<file path="src/rtl/useq_ctrl.sv">
// useq_ctrl: next-address controller for a 12-bit Am2909-slice microsequencer.
// It decodes an Am2910-style opcode and a condition test into the slice controls.
// It also keeps the loop counter and a logical stack-depth tracker with sticky error flags.
module useq_ctrl #(
  parameter int CTR_WIDTH   = 12,
  parameter int STACK_DEPTH = 4
) (
  input  logic                 clock,
  input  logic                 reset_n,
  input  logic [3:0]           instr,
  input  logic                 cc_n,
  input  logic                 ccen_n,
  input  logic                 hold,
  input  logic [CTR_WIDTH-1:0] d,
  output logic                 s1,
  output logic                 s0,
  output logic                 fe_n,
  output logic                 pup,
  output logic                 zero_n,
  output logic                 cin,
  output logic                 pl_n,
  output logic                 map_n,
  output logic                 vect_n,
  output logic                 full,
  output logic                 empty,
  output logic                 overflow,
  output logic                 underflow,
  output logic                 ctr_zero
);

  localparam int DW = $clog2(STACK_DEPTH + 1);
  localparam logic [DW-1:0] DEPTH_MAX = DW'(STACK_DEPTH);

  // Slice source select encodings
  localparam logic [1:0] SRC_PC  = 2'b00;
  localparam logic [1:0] SRC_AR  = 2'b01;
  localparam logic [1:0] SRC_STK = 2'b10;
  localparam logic [1:0] SRC_D   = 2'b11;

  // Opcodes
  localparam logic [3:0] OP_JZ   = 4'd0;
  localparam logic [3:0] OP_CJS  = 4'd1;
  localparam logic [3:0] OP_JMAP = 4'd2;
  localparam logic [3:0] OP_CJP  = 4'd3;
  localparam logic [3:0] OP_PUSH = 4'd4;
  localparam logic [3:0] OP_JSRP = 4'd5;
  localparam logic [3:0] OP_CJV  = 4'd6;
  localparam logic [3:0] OP_JRP  = 4'd7;
  localparam logic [3:0] OP_RFCT = 4'd8;
  localparam logic [3:0] OP_RPCT = 4'd9;
  localparam logic [3:0] OP_CRTN = 4'd10;
  localparam logic [3:0] OP_CJPP = 4'd11;
  localparam logic [3:0] OP_LDCT = 4'd12;
  localparam logic [3:0] OP_LOOP = 4'd13;
  localparam logic [3:0] OP_CONT = 4'd14;
  localparam logic [3:0] OP_TWB  = 4'd15;

  logic [CTR_WIDTH-1:0] ctr_q, ctr_d;
  logic [DW-1:0]        depth_q, depth_d;
  logic                 ovf_q, ovf_d;
  logic                 unf_q, unf_d;

  logic       pass_s;
  logic [1:0] src_s;
  logic       push_req_s, pop_req_s, zero_req_s;
  logic       map_s, vect_s;
  logic       ld_s, dec_s, clr_s;
  logic       push_ok_s, pop_ok_s;

  assign pass_s    = ccen_n | ~cc_n;
  assign ctr_zero  = (ctr_q == {CTR_WIDTH{1'b0}});
  assign full      = (depth_q == DEPTH_MAX);
  assign empty     = (depth_q == {DW{1'b0}});
  assign overflow  = ovf_q;
  assign underflow = unf_q;
  assign push_ok_s = push_req_s & ~full;
  assign pop_ok_s  = pop_req_s & ~empty;

  // Opcode decode: raw source, stack request and counter action before guards
  always_comb begin
    src_s      = SRC_PC;
    push_req_s = 1'b0;
    pop_req_s  = 1'b0;
    zero_req_s = 1'b0;
    map_s      = 1'b0;
    vect_s     = 1'b0;
    ld_s       = 1'b0;
    dec_s      = 1'b0;
    clr_s      = 1'b0;
    case (instr)
      OP_JZ: begin
        zero_req_s = 1'b1;
        clr_s      = 1'b1;
      end
      OP_CJS: begin
        if (pass_s) begin
          src_s      = SRC_D;
          push_req_s = 1'b1;
        end else begin
          src_s = SRC_PC;
        end
      end
      OP_JMAP: begin
        src_s = SRC_D;
        map_s = 1'b1;
      end
      OP_CJP: begin
        src_s = pass_s ? SRC_D : SRC_PC;
      end
      OP_PUSH: begin
        push_req_s = 1'b1;
        ld_s       = pass_s;
      end
      OP_JSRP: begin
        src_s      = pass_s ? SRC_D : SRC_AR;
        push_req_s = 1'b1;
      end
      OP_CJV: begin
        if (pass_s) begin
          src_s  = SRC_D;
          vect_s = 1'b1;
        end else begin
          src_s = SRC_PC;
        end
      end
      OP_JRP: begin
        src_s = pass_s ? SRC_D : SRC_AR;
      end
      OP_RFCT: begin
        if (!ctr_zero) begin
          src_s = SRC_STK;
          dec_s = 1'b1;
        end else begin
          pop_req_s = 1'b1;
        end
      end
      OP_RPCT: begin
        if (!ctr_zero) begin
          src_s = SRC_D;
          dec_s = 1'b1;
        end else begin
          src_s = SRC_PC;
        end
      end
      OP_CRTN: begin
        if (pass_s) begin
          src_s     = SRC_STK;
          pop_req_s = 1'b1;
        end else begin
          src_s = SRC_PC;
        end
      end
      OP_CJPP: begin
        if (pass_s) begin
          src_s     = SRC_D;
          pop_req_s = 1'b1;
        end else begin
          src_s = SRC_PC;
        end
      end
      OP_LDCT: begin
        ld_s = 1'b1;
      end
      OP_LOOP: begin
        if (pass_s) begin
          pop_req_s = 1'b1;
        end else begin
          src_s = SRC_STK;
        end
      end
      OP_CONT: begin
        src_s = SRC_PC;
      end
      OP_TWB: begin
        if (pass_s) begin
          pop_req_s = 1'b1;
        end else if (!ctr_zero) begin
          src_s = SRC_STK;
          dec_s = 1'b1;
        end else begin
          src_s     = SRC_D;
          pop_req_s = 1'b1;
        end
      end
      default: begin
        src_s = SRC_PC;
      end
    endcase
  end

  // Slice control outputs: reset forces a load of zero, hold recirculates the microPC
  always_comb begin
    {s1, s0} = SRC_PC;
    fe_n     = 1'b1;
    pup      = 1'b0;
    zero_n   = 1'b1;
    cin      = 1'b1;
    pl_n     = 1'b0;
    map_n    = 1'b1;
    vect_n   = 1'b1;
    if (!reset_n) begin
      zero_n = 1'b0;
      cin    = 1'b0;
    end else if (hold) begin
      cin = 1'b0;
    end else begin
      {s1, s0} = src_s;
      zero_n   = ~zero_req_s;
      fe_n     = ~(push_ok_s | pop_ok_s);
      pup      = push_ok_s;
      pl_n     = map_s | vect_s;
      map_n    = ~map_s;
      vect_n   = ~vect_s;
    end
  end

  // Next state of counter, depth and sticky flags; hold freezes everything
  always_comb begin
    ctr_d   = ctr_q;
    depth_d = depth_q;
    ovf_d   = ovf_q;
    unf_d   = unf_q;
    if (!hold) begin
      if (ld_s) begin
        ctr_d = d;
      end else if (dec_s && !ctr_zero) begin
        ctr_d = ctr_q - CTR_WIDTH'(1);
      end else begin
        ctr_d = ctr_q;
      end
      if (clr_s) begin
        depth_d = {DW{1'b0}};
      end else if (push_ok_s) begin
        depth_d = depth_q + DW'(1);
      end else if (pop_ok_s) begin
        depth_d = depth_q - DW'(1);
      end else begin
        depth_d = depth_q;
      end
      ovf_d = ovf_q | (push_req_s & full);
      unf_d = unf_q | (pop_req_s & empty);
    end else begin
      ctr_d = ctr_q;
    end
  end

  // State registers with asynchronous clear
  always_ff @(posedge clock or negedge reset_n) begin
    if (!reset_n) begin
      ctr_q   <= {CTR_WIDTH{1'b0}};
      depth_q <= {DW{1'b0}};
      ovf_q   <= 1'b0;
      unf_q   <= 1'b0;
    end else begin
      ctr_q   <= ctr_d;
      depth_q <= depth_d;
      ovf_q   <= ovf_d;
      unf_q   <= unf_d;
    end
  end

endmodule

</file>
<file path="config.mk">
export PLATFORM = sky130hd
export DESIGN_NAME = useq_ctrl
export DESIGN_NICKNAME = d
export VERILOG_FILES = /design/src/rtl/useq_ctrl.sv
export SDC_FILE = /design/constraint.sdc
export NUM_CORES = 1
export LEC_CHECK = 0
export CAP_MARGIN = 20
export CORE_ASPECT_RATIO = 0.5
export CORE_MARGIN = 3
export CORE_UTILIZATION = 35
export DETAILED_ROUTE_END_ITERATION = 10
export PLACE_DENSITY = 0.6
export SLEW_MARGIN = 25
export SYNTH_ARGS = -nofsm -noshare
export SYNTH_HDL_FRONTEND = slang
export SYNTH_SLANG_ARGS = --single-unit
</file>
<file path="constraint.sdc">
create_clock -name clock -period 2.2 [get_ports clock]
set_input_delay 0.22 -clock clock [delete_from_list [all_inputs] [get_ports clock]]
set_output_delay 0.22 -clock clock [all_outputs]
set_load 0.03 [all_outputs]
</file>
After elaboration in Yosys (flattened, before gate mapping)
Cells that the tools add are included.

word-level totals
  word-level logic and storage cells = 97
  flip-flop bits (word level) = 17
  output and inout port bits = 14
  input port bits = 21

cells by class
  equality and inequality tests = 15
  bitwise operators = 17
  $add $sub $neg = 3
  reduce and logical (&&, ||, !) cells = 14
  muxes and demuxes = 44

operators with widths
  kind                     count
  $eq A4 B4 Y1 const B     7
  $mux W1                  27
  $mux W12                 2
  $eq A4 B3 Y1 const B     4
  $pmux W2 S8              1
  $mux W2                  7
  $logic_not A12 Y1        1
  $sub A12 B1 Y12 const B  1
  $mux W3                  3
  $eq A4 B2 Y1 const B     2
  $not A1 Y1               8
  $pmux W1 S2              3
  $reduce_or A2 Y1         3
  $or A1 B1 Y1             5
  $and A1 B1 Y1            4
  $eq A4 B1 Y1 const B     1
  $logic_not A4 Y1         1
  $reduce_and A2 Y1        2
  $reduce_or A4 Y1         1
  $add A3 B1 Y3 const B    1
  $eq A3 B3 Y1 const B     1
  $logic_not A3 Y1         1
  $pmux W1 S3              1
  $reduce_bool A3 Y1       1
  other kinds (5)          5

Longest topological paths before layout
  word-level depth = 9
  mapped depth = 7
  gate-level depth less buffers = 7

Worst setup path before layout
No wires, ideal clock.

  path type = flip-flop to output port
  from = register ctr_q[8]
  to = output port s0
  setup slack = -0.047 ns
  arrival time = 2.027 ns
  required time = 1.980 ns
  stages on the path, launching flop included = 6
  buffers on the path = 0
  path through = dfrtp_1 nor4_2 nand3_1 o21ai_0 nand2_1 a311oi_1

between the ends
  cells in the longest elaborated chain, start to end = 6
  elaborated cells on any way between the ends = 7
  those cells by class = mux: 6; reduce/logical: 1

RTL lines
  what                    line  RTL
  from (decl)             58    logic [CTR_WIDTH-1:0] ctr_q, ctr_d;
  from (signal assigned)  250   ctr_q <= {CTR_WIDTH{1'b0}};
  from (signal assigned)  255   ctr_q <= ctr_d;
  $logic_not A12 Y1 *     71    assign ctr_zero = (ctr_q == {CTR_WIDTH{1'b0}});
  $mux W1                 177   end else if (!ctr_zero) begin
  $mux W2                 175   if (pass_s) begin
  $pmux W2 S8 *           90    case (instr)
  $mux W1 *               204   end else if (hold) begin
  $mux W1 *               201   if (!reset_n) begin
  to (decl)               16    output logic s0,

Mark *: on every way between the ends. The rest lies on a longest branch, timed or not.

Final worst setup path
  from = register ctr_q[9]
  to = output port fe_n

between the ends
  cells in the longest elaborated chain, start to end = 9

RTL lines
  what                 line      RTL
  $logic_not A12 Y1 *  71
  $mux W1 *            130, 177
  $mux W1              175
  $pmux W1 S3 *        90
  $and A1 B1 Y1 *      77        assign pop_ok_s = pop_req_s & ~empty;
  $or A1 B1 Y1 *       209       fe_n = ~(push_ok_s | pop_ok_s);
  $not A1 Y1 *         209
  $mux W1 *            204
  $mux W1 *            201
  to (decl)            17        output logic fe_n,

Marked as above.

==> results.py <==
metrics = {
    "status": {
        "outcome": "finished clean",
    },
    "floorplan": {
        "fp.dieH_um": 51.8,
        "dieArea_um2": 5050,
        "initial_core_util_pct": 39.4,
        "die_x_um": 97.5,
        "rows": 15,
        "coreArea_um2": 3720,
        "ios": 35,
    },
    "placed_design": {
        "dp_cells": 289,
        "place_ws_ns": -0.0690,
        "io_buffers": 34,
        "gp_congestion": 0.907,
        "hpwl_um": 3440,
    },
    "clock_network": {
        "cts_max_path_buffers": 2,
        "cts_sinks": 17,
        "cts_root_buf": "clkbuf_8",
        "cts_buffers": 3,
        "insertion_delay_ns": 0.26,
        "cts_tree": "done",
        "clk_pin_slew_ns": 0.08,
        "htree_levels": 1,
    },
    "setup_path": {
        "crit_fanout": 7,
        "reg2reg_to": "ctr_q[10]$_DFFE_PN0P_",
        "cp_slowest_stage_delay_ns": 0.44,
        "reg2reg_depth": 7,
        "cp-start-kind": "register",
        "worstPathRequired_ns": 1.98,
        "regToRegSetupSlack_ns": 0.13,
        "crit_path_frequent_cell": "buf_4",
        "cpMaxStageDelayCell": "dfrtp_2",
        "crit_arrival_ns": 1.93,
        "reg2reg_from": "ctr_q[0]$_DFFE_PN0P_",
        "cp-end-kind": "primary output",
        "critical_path_class": "register to primary output",
        "crit_chain": "nor4_4, nand4_1, buf_4, o211ai_4, nand2_1, buf_4",
    },
    "cells_and_area": {
        "nets": 270,
        "drive_gt1_share_pct": 25.7,
        "final_common_cell": "buf_4",
        "stdcell_count": 296,
        "syn_to_final_growth_pct": 46.6,
        "fillers": 335,
        "layout_common_cells": "40 x buf_4, 23 x clkdlybuf4s50_1, 18 x nand2_1, 15 x dfrtp_1, 14 x a21oi_1",
        "utilization_pct": 57.8,
        "multi_input_area_um2": 992,
        "antenna_cells": 0,
        "regArea_um2": 428,
    },
    "power": {
        "p_sw_w": 0.000535,
        "clockPowerShare_pct": 18.6,
        "p_comb_share_pct": 43.9,
        "finalPower_w": 0.00134,
        "p_int_w": 0.000805,
        "leakage_nw": 0.942,
        "p_sw_share_pct": 39.9,
        "p_per_area_nw_per_um2": 624,
        "vdd.ir_drop.worst_mv": 0.278,
        "power_frac_seq_pct": 37.5,
    },
    "hold_path": {
        "hold_path_depth": 2,
        "hold_start": "overflow$_DFFE_PN0N_",
        "hold_path_class": "register to register",
        "hold_path_end": "overflow$_DFFE_PN0N_",
    },
    "timing": {
        "slew_viol_final": 0,
        "clock_skew_ns": 0.00273,
        "slew_headroom_pct": 76.7,
        "hold_viol_final": 0,
        "fin_ws_ns": 0.0548,
        "period_share_pct": 97.5,
        "worst_pin_slew_ns": 0.347,
        "rsz0062_at_grt": "true",
        "period_needed_ns": 2.15,
        "setup_viol": 0,
        "tns_ns": 0,
        "fmax_mhz": 466,
    },
    "routing": {
        "drc": 0,
        "drt_wl_total_um": 4520,
        "ant_nets": 0,
        "via_per_inst": 5.58,
        "dr.pass1.iters": 4,
        "drtIter0Drc": 87,
        "wl_per_cell_um": 15.3,
        "via_count": 1652,
    },
    "yosys": {
        "syn_area_um2": 1470,
        "synth_area_per_cell_um2": 7.88,
        "synth-main-ff-cell": "dfrtp_1",
        "syn-num-nets": 210,
        "synth_cells": 186,
        "synth-seq-cells": 17,
        "synth_area_leaders": "dfrtp_1 29%, a21oi_1 4.8%, nand2_1 4.6%, nand3_1 4.1%, nor4_2 3.4%",
        "yosysWarnings": 0,
        "synth-seq-area-share_pct": 29.0,
        "ys_types": 51,
        "synth_top_cell_area_share_pct": 29.0,
        "synth_top_area_cell": "dfrtp_1",
        "synth_edf_count": 0,
        "async_flop_share_pct": 100,
    },
    "run": {
        "drv_cap": 0,
    },
    "grt": {
        "grt_usage_pct": 19.1,
        "grt.overflow.total": 0,
        "grt_first_pass_wirelength_um": 7750,
        "grt_pass1_vias": 1601,
        "grt_max_degree": 24,
        "antenna_found_initial": 0,
    },
}
[cells in the mapped netlist, types with 2 or more instances]
cell       instances
o221ai_1           2
inv_1             12
or3_1              5
mux2i_1            3
and3_1             2
clkbuf_1           9
o22a_1             3
or3b_2             3
nand2_1           18
o211ai_1           3
dfrtp_1           17
nor4_2             4
nand4_1            5
ha_1               2
or2_2              3
nand3_1           12
a21oi_1           14
a31oi_1            6
nor3_1             5
o21ai_0            8
buf_2              2
o31ai_1            2
a2bb2oi_1          3
o22ai_1            3
nor2_1            13
and2_1             2
[cell type report]
cell class / instances / share of cell area, %
clock buffer: 3 / 1.92
clock inverter: 1 / 0.233
inverter: 12 / 2.10
multi-input combinational: 145 / 46.2
sequential: 17 / 19.9
tap: 51 / 2.97
timing repair buffer: 67 / 26.7
[routing by layer]
metal | up-vias | track usage, % | wire length (um) | share of wire (%)
li1 | 813 | - | - | -
met4 | 0 | 4.14 | 17 | 0.38
met3 | 2 | 4.42 | 285 | 6.3
met5 | - | 0 | 0 | 0
met2 | 45 | 31.0 | 2050 | 45
met1 | 792 | 26.3 | 2170 | 48
[sequential cells by signal, indices dropped and copies added, names as in the netlist]
register and count:
overflow 1, depth_q 3, ctr_q 12, underflow 1
[stage by stage]
| step | instance area (um^2) | hold slack (ns) |
|---|---|---|
| finish | 2150 | 0.475 |
| global route | 2150 | 0.502 |
| CTS | 2090 | 0.482 |
| detailed placement | 2030 | 0.464 |
| global placement | 2030 | 0.451 |
| floorplan | 1470 | -0.0756 |
[what timing repair did]
| action | CTS | global route |
|---|---|---|
| setup buffers | 0 | 3 |
| hold buffers | 0 | 0 |
| hold endpoints to repair | 0 | 0 |
| gates resized for setup | 5 | 9 |
| pin swaps | 1 | 3 |
| setup endpoints to repair | 4 | 8 |
[worst max-delay path, delay by kind of cell (launching register included)]
family | cells | cell delay (ns)
AND/OR/NAND/NOR | 3 | 0.62
flip-flops | 1 | 0.44
buffers and inverters | 2 | 0.37
AO/OA/AOI/OAI | 1 | 0.23
[power by group through the flow]
stage | Clock, W | Sequential [W] | Combinational (W)
floorplan | 0 | 0.000476 | 0.000366
global placement | 0 | 0.000489 | 0.000552
detailed placement | 0 | 0.000492 | 0.000565
CTS | 0.000259 | 0.000497 | 0.000570
global route | 0.000266 | 0.000521 | 0.000657
finish | 0.000249 | 0.000503 | 0.000588
[kinds of logic (layout without fill, tap and decap cells)]
group | Yosys count | in the layout | share of synthesized area (%)
mux | 5 | 5 | 3.59
compound gates | 57 | 57 | 26.9
simple gates | 79 | 79 | 30.0
flops | 17 | 17 | 29.0
buf+inv | 24 | 83 | 6.83
fa+ha+maj | 3 | 3 | 3.07
xor+xnor | 1 | 1 | 0.598
[worst max-delay path by stage]
stage | endpoint | slack [ns] | depth (start not counted) | startpoint
after floorplan | s0 | 0.22 | 5 | ctr_q[8]$_DFFE_PN0P_
after global placement | zero_n | -0.04 | 6 | instr[2]
final | fe_n | 0.05 | 6 | ctr_q[9]$_DFFE_PN0P_
after global routing | s0 | -0.02 | 6 | ctr_q[9]$_DFFE_PN0P_
after CTS | full | 0.01 | 3 | depth_q[0]$_DFFE_PN0P_
after detailed placement | zero_n | -0.07 | 6 | instr[0]
Power figures use the tool's default switching activity.
